`config.mk`:
```
export PLATFORM = sky130hd
export DESIGN_NAME = calc_data_stack
export DESIGN_NICKNAME = d
export VERILOG_FILES = /design/src/rtl/calc_data_stack_pkg.sv /design/src/rtl/calc_stack_ram.sv /design/src/rtl/calc_data_stack.sv
export SDC_FILE = /design/constraint.sdc
export NUM_CORES = 1
export LEC_CHECK = 0
export ABC_AREA = 1
export ABC_CLOCK_PERIOD_IN_PS = 7100
export CORE_MARGIN = 2
export CORE_UTILIZATION = 55
export CTS_BUF_LIST = sky130_fd_sc_hd__clkbuf_2 sky130_fd_sc_hd__clkbuf_4 sky130_fd_sc_hd__clkbuf_8
export CTS_CLUSTER_SIZE = 24
export DETAILED_ROUTE_END_ITERATION = 8
export PLACE_DENSITY_LB_ADDON = 0.3
export SLEW_MARGIN = 20
export SYNTH_ARGS = -nofsm -noshare
export SYNTH_HDL_FRONTEND = slang
export SYNTH_SLANG_ARGS = --single-unit
```
`constraint.sdc`:
```
create_clock -name Clock -period 7.1 [get_ports Clock]
set_input_delay 0.71 -clock Clock [delete_from_list [all_inputs] [get_ports Clock]]
set_output_delay 0.71 -clock Clock [all_outputs]
set_load 0.02 [all_outputs]
```
`src/rtl/calc_data_stack_pkg.sv`:
```
// Shared calculator operand definitions used by the data stack and its storage.
// CD_N / CD_0 carry the values of the CPU_INTERNAL operand width and zero constant.
package calc_data_stack_pkg;

  localparam int unsigned CD_N = 16;
  localparam logic [CD_N-1:0] CD_0 = '0;

endpackage

```
`src/rtl/calc_stack_ram.sv`:
```
// Operand storage for the calculator data stack: one synchronous write port,
// one asynchronous read port, no reset on the contents.
module calc_stack_ram
  import calc_data_stack_pkg::*;
#(
  parameter int unsigned AW = 3,
  parameter int unsigned DW = CD_N
) (
  input  logic          clk_i,
  input  logic          we_i,
  input  logic [AW-1:0] waddr_i,
  input  logic [DW-1:0] wdata_i,
  input  logic [AW-1:0] raddr_i,
  output logic [DW-1:0] rdata_o
);

  localparam int unsigned ENTRIES = 2 ** AW;

  logic [DW-1:0] mem_q [ENTRIES];

  always_ff @(posedge clk_i) begin
    if (we_i) begin
      mem_q[waddr_i] <= wdata_i;
    end
  end

  assign rdata_o = mem_q[raddr_i];

endmodule

```
`src/rtl/calc_data_stack.sv`:
```
// Calculator operand stack: count, sticky overflow/underflow flags and command
// priority (clear > push+pop > push > pop); storage lives in calc_stack_ram.
module calc_data_stack
  import calc_data_stack_pkg::*;
#(
  parameter int unsigned DEPTH = 8,
  parameter int unsigned AW    = 3
) (
  input  logic            Clock,
  input  logic            Reset,
  input  logic            dt_push,
  input  logic [CD_N-1:0] dt_wdata,
  input  logic            dt_pop,
  input  logic            dt_clear,
  output logic [CD_N-1:0] dt_data,
  output logic            dt_empty,
  output logic            dt_full,
  output logic [AW:0]     dt_count,
  output logic            dt_ovf,
  output logic            dt_unf
);

  localparam logic [AW:0] DEPTH_C = (AW+1)'(DEPTH);

  logic [AW:0]     count_q, count_d;
  logic            ovf_q, ovf_d;
  logic            unf_q, unf_d;
  logic            we;
  logic [AW-1:0]   waddr;
  logic [AW-1:0]   top_idx;
  logic [CD_N-1:0] rdata;
  logic            empty;
  logic            full;

  assign empty   = (count_q == '0);
  assign full    = (count_q == DEPTH_C);
  assign top_idx = AW'(count_q - 1'b1);

  // Command decode; clear overrides everything, push+pop on empty acts as push.
  always_comb begin
    count_d = count_q;
    ovf_d   = ovf_q;
    unf_d   = unf_q;
    we      = 1'b0;
    waddr   = AW'(count_q);
    if (dt_clear) begin
      count_d = '0;
      ovf_d   = 1'b0;
      unf_d   = 1'b0;
    end else if (dt_push && dt_pop) begin
      we = 1'b1;
      if (!empty) begin
        waddr = top_idx;
      end else begin
        count_d = (AW+1)'(count_q + 1'b1);
      end
    end else if (dt_push) begin
      if (full) begin
        ovf_d = 1'b1;
      end else begin
        we      = 1'b1;
        count_d = (AW+1)'(count_q + 1'b1);
      end
    end else if (dt_pop) begin
      if (empty) begin
        unf_d = 1'b1;
      end else begin
        count_d = (AW+1)'(count_q - 1'b1);
      end
    end
  end

  always_ff @(posedge Clock or negedge Reset) begin
    if (!Reset) begin
      count_q <= '0;
      ovf_q   <= 1'b0;
      unf_q   <= 1'b0;
    end else begin
      count_q <= count_d;
      ovf_q   <= ovf_d;
      unf_q   <= unf_d;
    end
  end

  calc_stack_ram #(
    .AW (AW),
    .DW (CD_N)
  ) u_ram (
    .clk_i   (Clock),
    .we_i    (we),
    .waddr_i (waddr),
    .wdata_i (dt_wdata),
    .raddr_i (top_idx),
    .rdata_o (rdata)
  );

  assign dt_data  = empty ? CD_0 : rdata;
  assign dt_empty = empty;
  assign dt_full  = full;
  assign dt_count = count_q;
  assign dt_ovf   = ovf_q;
  assign dt_unf   = unf_q;

endmodule
```
* After elaboration in Yosys (flattened, before gate mapping) *
Memory sizes are Yosys's and may differ from the RTL's.
Index checks and enable logic that the tools add are counted.
W data, S select, Z words.

cells by class
  add/sub/neg operators = 2
  multiply operators = 0
  div/mod/pow operators = 0
  order comparisons = 0
  equality and inequality tests = 6
  shift operators = 0
  multiplexer cells = 26
  bitwise logic cells = 0
  reduce and logical (&&, ||, !) cells = 10

operators with widths
  cell                   count
  $mux W4                7
  $mux W16               1
  $mux W1                15
  $mux W3                3
  $ne A4 B3 Y1 const B   2
  $reduce_and A4 Y1      2
  $reduce_bool A2 Y1     4
  $add A4 B1 Y4 const B  1
  $eq A4 B4 Y1 const B   1
  $logic_not A4 Y1       1
  $reduce_bool A4 Y1     1
  $sub A4 B1 Y4 const B  1
  $ne A3 B3 Y1 const B   1
  $reduce_and A3 Y1      1
  $ne A2 B1 Y1 const B   1
  $ne A2 B2 Y1 const B   1
  $logic_and A1 B1 Y1    1

word-level totals
  flip-flop bits (word level) = 6
  latch bits = 0
  RAM bits = 128
  bits in read-only memories = 0
  input bits = 21
  memories = 1

memory list
  name         depth  bits a word  read ports  clocked after memory_dff  wr ports  RTL line              text
  u_ram.mem_q  8      16           1           0                         1         calc_stack_ram.sv:19  logic [DW-1:0] mem_q [ENTRIES];

* Logic depth before layout (Yosys ltp) *
  depth in word-level cells = 7
  gate-level depth with buffers = 11
  mapped depth without buffers = 8

* Modules after synthesis *
A second synthesis with hierarchy kept.

second synthesis, totals
  cells, all modules = 671
  area, all modules = 6286.0 µm²

modules (own cells, without submodules)
  module           instances  cells each  area each (µm²)  seq. area each (µm²)
  calc_stack_ram   1          571         5669.2           3843.7
  calc_data_stack  1          100         616.8            150.1

* Least setup slack after synthesis *
No wires, ideal clock.

  path type = register to output
  start point = register count_q[0], in the netlist dt_count[0]
  end point = output port dt_data[5]
  data arrival time = 2179 ps
  data required time = 6390 ps
  setup slack = 4211 ps
  cell stages (with the launch flop) = 12
  path buffers = 4
  cells stage by stage = dfrtp_1 > inv_2 > buf_4 > buf_6 > ha_1 > buf_2 > inv_1 > buf_2 > o21ai_0 > o22ai_1 > nor2_1 > nor2_1

on the way
  word-level cells in the longest chain between the ends = 3

ends and longest elaborated chain
  item                    RTL line               text
  from (decl)             calc_data_stack.sv:25  logic [AW:0] count_q, count_d;
  from (signal assigned)  calc_data_stack.sv:79  count_q <= count_d;
  $sub A4 B1 Y4           n/a
  $mem_v2 Z8 W16          n/a
  $mux W16 (*)            calc_data_stack.sv:97  assign dt_data = empty ? CD_0 : rdata;
  to (decl)               calc_data_stack.sv:15  output logic [CD_N-1:0] dt_data,

Every way passes the cells marked *; elsewhere a longest branch is shown, timed or not.

* Worst setup path after layout *
  start point = register count_q[1], in the netlist dt_count[1]
  end point = output port dt_data[13]

Same word-level chain as after synthesis.

==> summary.txt <==
Run status
  – Status: completed

Setup path
  – Reg2reg start: dt_count[1]$_DFFE_PN0P_
  – Slowest cell on crit path: clkdlybuf4s50_1
  – Critical path startpoint: dt_count[1]$_DFFE_PN0P_
  – Critical path type: flip-flop to output pin
  – Critical path cell sequence: inv_1 -> ha_1 -> inv_1 -> o21ai_0 -> o22ai_1 -> nor2_1 -> nor2_1 -> clkdlybuf4s50_1
  – CP max FO: 25
  – Type of origin of the critical path: flip-flop
  – Worst Path Required: about 6400 ps
  – CP arrival: 3400 ps
  – CP Capture Type: output pin
  – CP peak stage delay: 610 ps

Synthesis
  – Mapped Nets: ~490
  – Synth Warn #: 0
  – Synth area leaders: edfxtp_1 (69%), nor2_1 (8.3%), o21ai_0 (6.1%)
  – Cell taking the most area after synthesis: edfxtp_1
  – Top cell type's share of synthesized area: 68.8%
  – Seq cells post-synth: 134
  – Syn avg cell area: about 12 um^2
  – Post-Syn Area: around 0.0056 mm^2
  – Synth cell types: 25
  – Sequential fraction of the synthesis area: roughly 70%
  – Syn Inst Count: 464

Route
  – Initial DRC count: between 300 and 400
  – Max layer used: met4
  – Mean routed wirelength per cell: ~18 um
  – DRT Pass-1 Iters: 5
  – WL met3: slightly below 800 um
  – Met1 wire length: 5030 um
  – Via count: 3718
  – Via/cell ratio: roughly 5.7
  – Routed WL: 11700 um
  – Final ANT Viol Nets: 0
  – # DRC: 0
  – Met2 wire length: about 5700 um

Timing
  – # setup viols final: 0
  – Setup tns final: 0 ps
  – Final hold violation count: 0
  – Worst-Margin Slew: roughly 960 ps
  – RSZ-0062 raised after global routing: false
  – Skew final: just under 9 ps
  – Period utilization: between 50 and 60%
  – Fmax: between 200 and 250 MHz
  – Final Slew Violations: 0
  – Slew margin rel.: about 36%
  – Crit path time final: 4110 ps

GRT
  – Grt ovf: 0
  – Vias in the first global route: approximately 3600
  – Initial antenna violation count: 0
  – All-layer global routing usage: about 22%
  – First-pass GRT wire length: around 19000 um
  – Largest net degree at the start of global routing: between 70 and 80

CTS
  – Postcts setup bufs: 0
  – Reg clk slew, reported paths: ~70 ps
  – CTS sink cnt: about 130
  – CTS tree: done
  – TritonCTS buffer count: 17
  – Skew-Pair Late Insertion Delay: about 440 ps
  – Post-CTS Resized: 0
  – Clock Tree Root: clkbuf_8
  – Hold buffer count at cts: 0
  – H-tree depth: 4
  – Longest Clk Path Bufs: 2

Hold path
  – Min-delay worst type: flip-flop to flip-flop
  – Worst Min Path Start: dt_ovf$_DFFE_PN0P_

Floorplan
  – Die H: ~100 um
  – # IOs: 45
  – Core area: between 0.009 and 0.01 mm^2
  – Initial core utilization: 56.9%
  – Die Span X: about 100 um
  – Core Rows: 36
  – Die footprint: around 0.011 mm^2

Finish
  – Post-route cell area: 0.00658 mm^2
  – Fin nets: 535
  – Area delta synth->final: 17.7%
  – Fillers: ~740
  – Antenna Cells: 0
  – Share of cells above drive strength 1: 9.33%

Power
  – VDD IR-drop max: 0.248 mV
  – Pwr Density: roughly 460 mW/mm^2
  – Leak Pwr: between 0.002 and 0.0025 uW

Place
  – Routability cong.: 0.837
  – Hpwl dp: around 6700 um
  – Placed Area: ~0.0061 mm^2
  – PortBufs: 44

Flow run
  – Max Cap Viol: 0
[logic make-up (layout without fill, tap and decap cells)]
kind of cell	after synthesis	count (layout)	synth area share, %
XOR/XNOR	5	5	0.918
flip-flops	134	134	71.4
buffers and inverters	37	98	3.85
AO/OA/AOI/OAI	108	108	10.8
adder cells (fa/ha/maj)	2	2	0.448
AND/OR/NAND/NOR	178	178	12.5
[registers in the layout (all words and copies together) (netlist names)]
signal       count
dt_count         4
dt_ovf           1
dt_unf           1
u_ram.mem_q    128
[path summary, 6_finish.rpt]
check / slack (ps) / cells after the start / end
hold / removal: 490 / 2 / dt_ovf$_DFFE_PN0P_
setup / recovery: 2990 / 8 / dt_data[13]
max in group asynchronous: 6330 / 1 / dt_count[0]$_DFFE_PN0P_
min in group asynchronous: 520 / 1 / dt_count[2]$_DFFE_PN0P_
setup reg to reg: 3540 / 7 / u_ram.mem_q[1][1]$_DFFE_PP_
hold reg to reg: 490 / 2 / dt_ovf$_DFFE_PN0P_
[routing by layer]
layer / global-route usage, % / vias up
met1: 31.1 / 1799
met3: 4.43 / 17
met2: 35.0 / 146
met4: 9.90 / 0
met5: 0 / -
li1: - / 1756
[Yosys cell counts]
library cell and n:
buf_6 7, clkbuf_1 7, o21ai_0 68, o21ai_1 6
inv_2 2, ha_1 2, o211ai_1 16, nor2_1 124
nand4_1 1, nand3_2 2, dfrtp_1 6, inv_1 8
buf_4 3, nand2_4 1, clkbuf_2 3, edfxtp_1 128
o21ai_2 1, o22ai_1 17, nor2_2 1, nand3_1 5
xnor2_1 1, buf_2 7, xor2_1 3, xnor2_2 1
nand2_1 44
[report_power, final]
group / internal [uW] / total (uW) / switching [uW]
clock: 449 / 734 / 285
sequential: 948 / 979 / 31.5
combinational: 493 / 1320 / 823
total: 1890 / 3030 / 1140
[final cells by class]
type	instances	area, um^2	share of cell area (%)
Timing Repair Buffer	56	531	8.07
Clock buffer	17	234	3.56
Multi-Input combinational cell	293	1380	21.0
Clock inverter	15	233	3.54
Tap cell	133	166	2.53
Inverter	10	37.5	0.571
Sequential cell	134	4000	60.7
[cell usage in the layout, fill, tap and decap left out]
master	netlist	final
clkinvlp_4	0	2
clkbuf_8	0	17
buf_4	3	12
bufinv_16	0	6
nor2_2	1	1
dfrtp_1	6	5
o21ai_2	1	1
o211ai_1	16	16
clkinv_1	0	4
nand2_1	44	44
dfrtp_2	0	1
inv_1	8	8
nor2_1	124	124
ha_1	2	2
nand3_2	2	2
inv_2	2	2
nand4_1	1	1
edfxtp_1	128	128
clkdlybuf4s50_1	0	44
xnor2_1	1	1
clkinv_4	0	1
o21ai_1	6	6
xor2_1	3	3
clkinv_2	0	1
inv_6	0	1
xnor2_2	1	1
nand2_4	1	1
nand3_1	5	5
o21ai_0	68	68
o22ai_1	17	17
[through the flow]
stage | util [%] | setup slack (ps) | instances | power [uW] | hold slack, ps
floorplan | - | 4210 | 464 | 1860 | 414
global placement | 62.2 | 3550 | 626 | 2280 | 464
detailed placement | 62.2 | 3480 | 626 | 2310 | 470
CTS | 67.0 | 2970 | 658 | 3040 | 489
global route | 67.0 | 2700 | 658 | 3200 | 513
finish | 67.0 | 2990 | 658 | 3030 | 489
[worst max-delay path: cells and delay by family, from the launching register on]
family                     cells  cell delay, ps
adders and majority gates      1             580
AOI/OAI and AO/OA              2             400
buffers and inverters          3            1300
DFF                            1             460
and+or+nand+nor                2             210
Power figures use the tool's default switching activity.
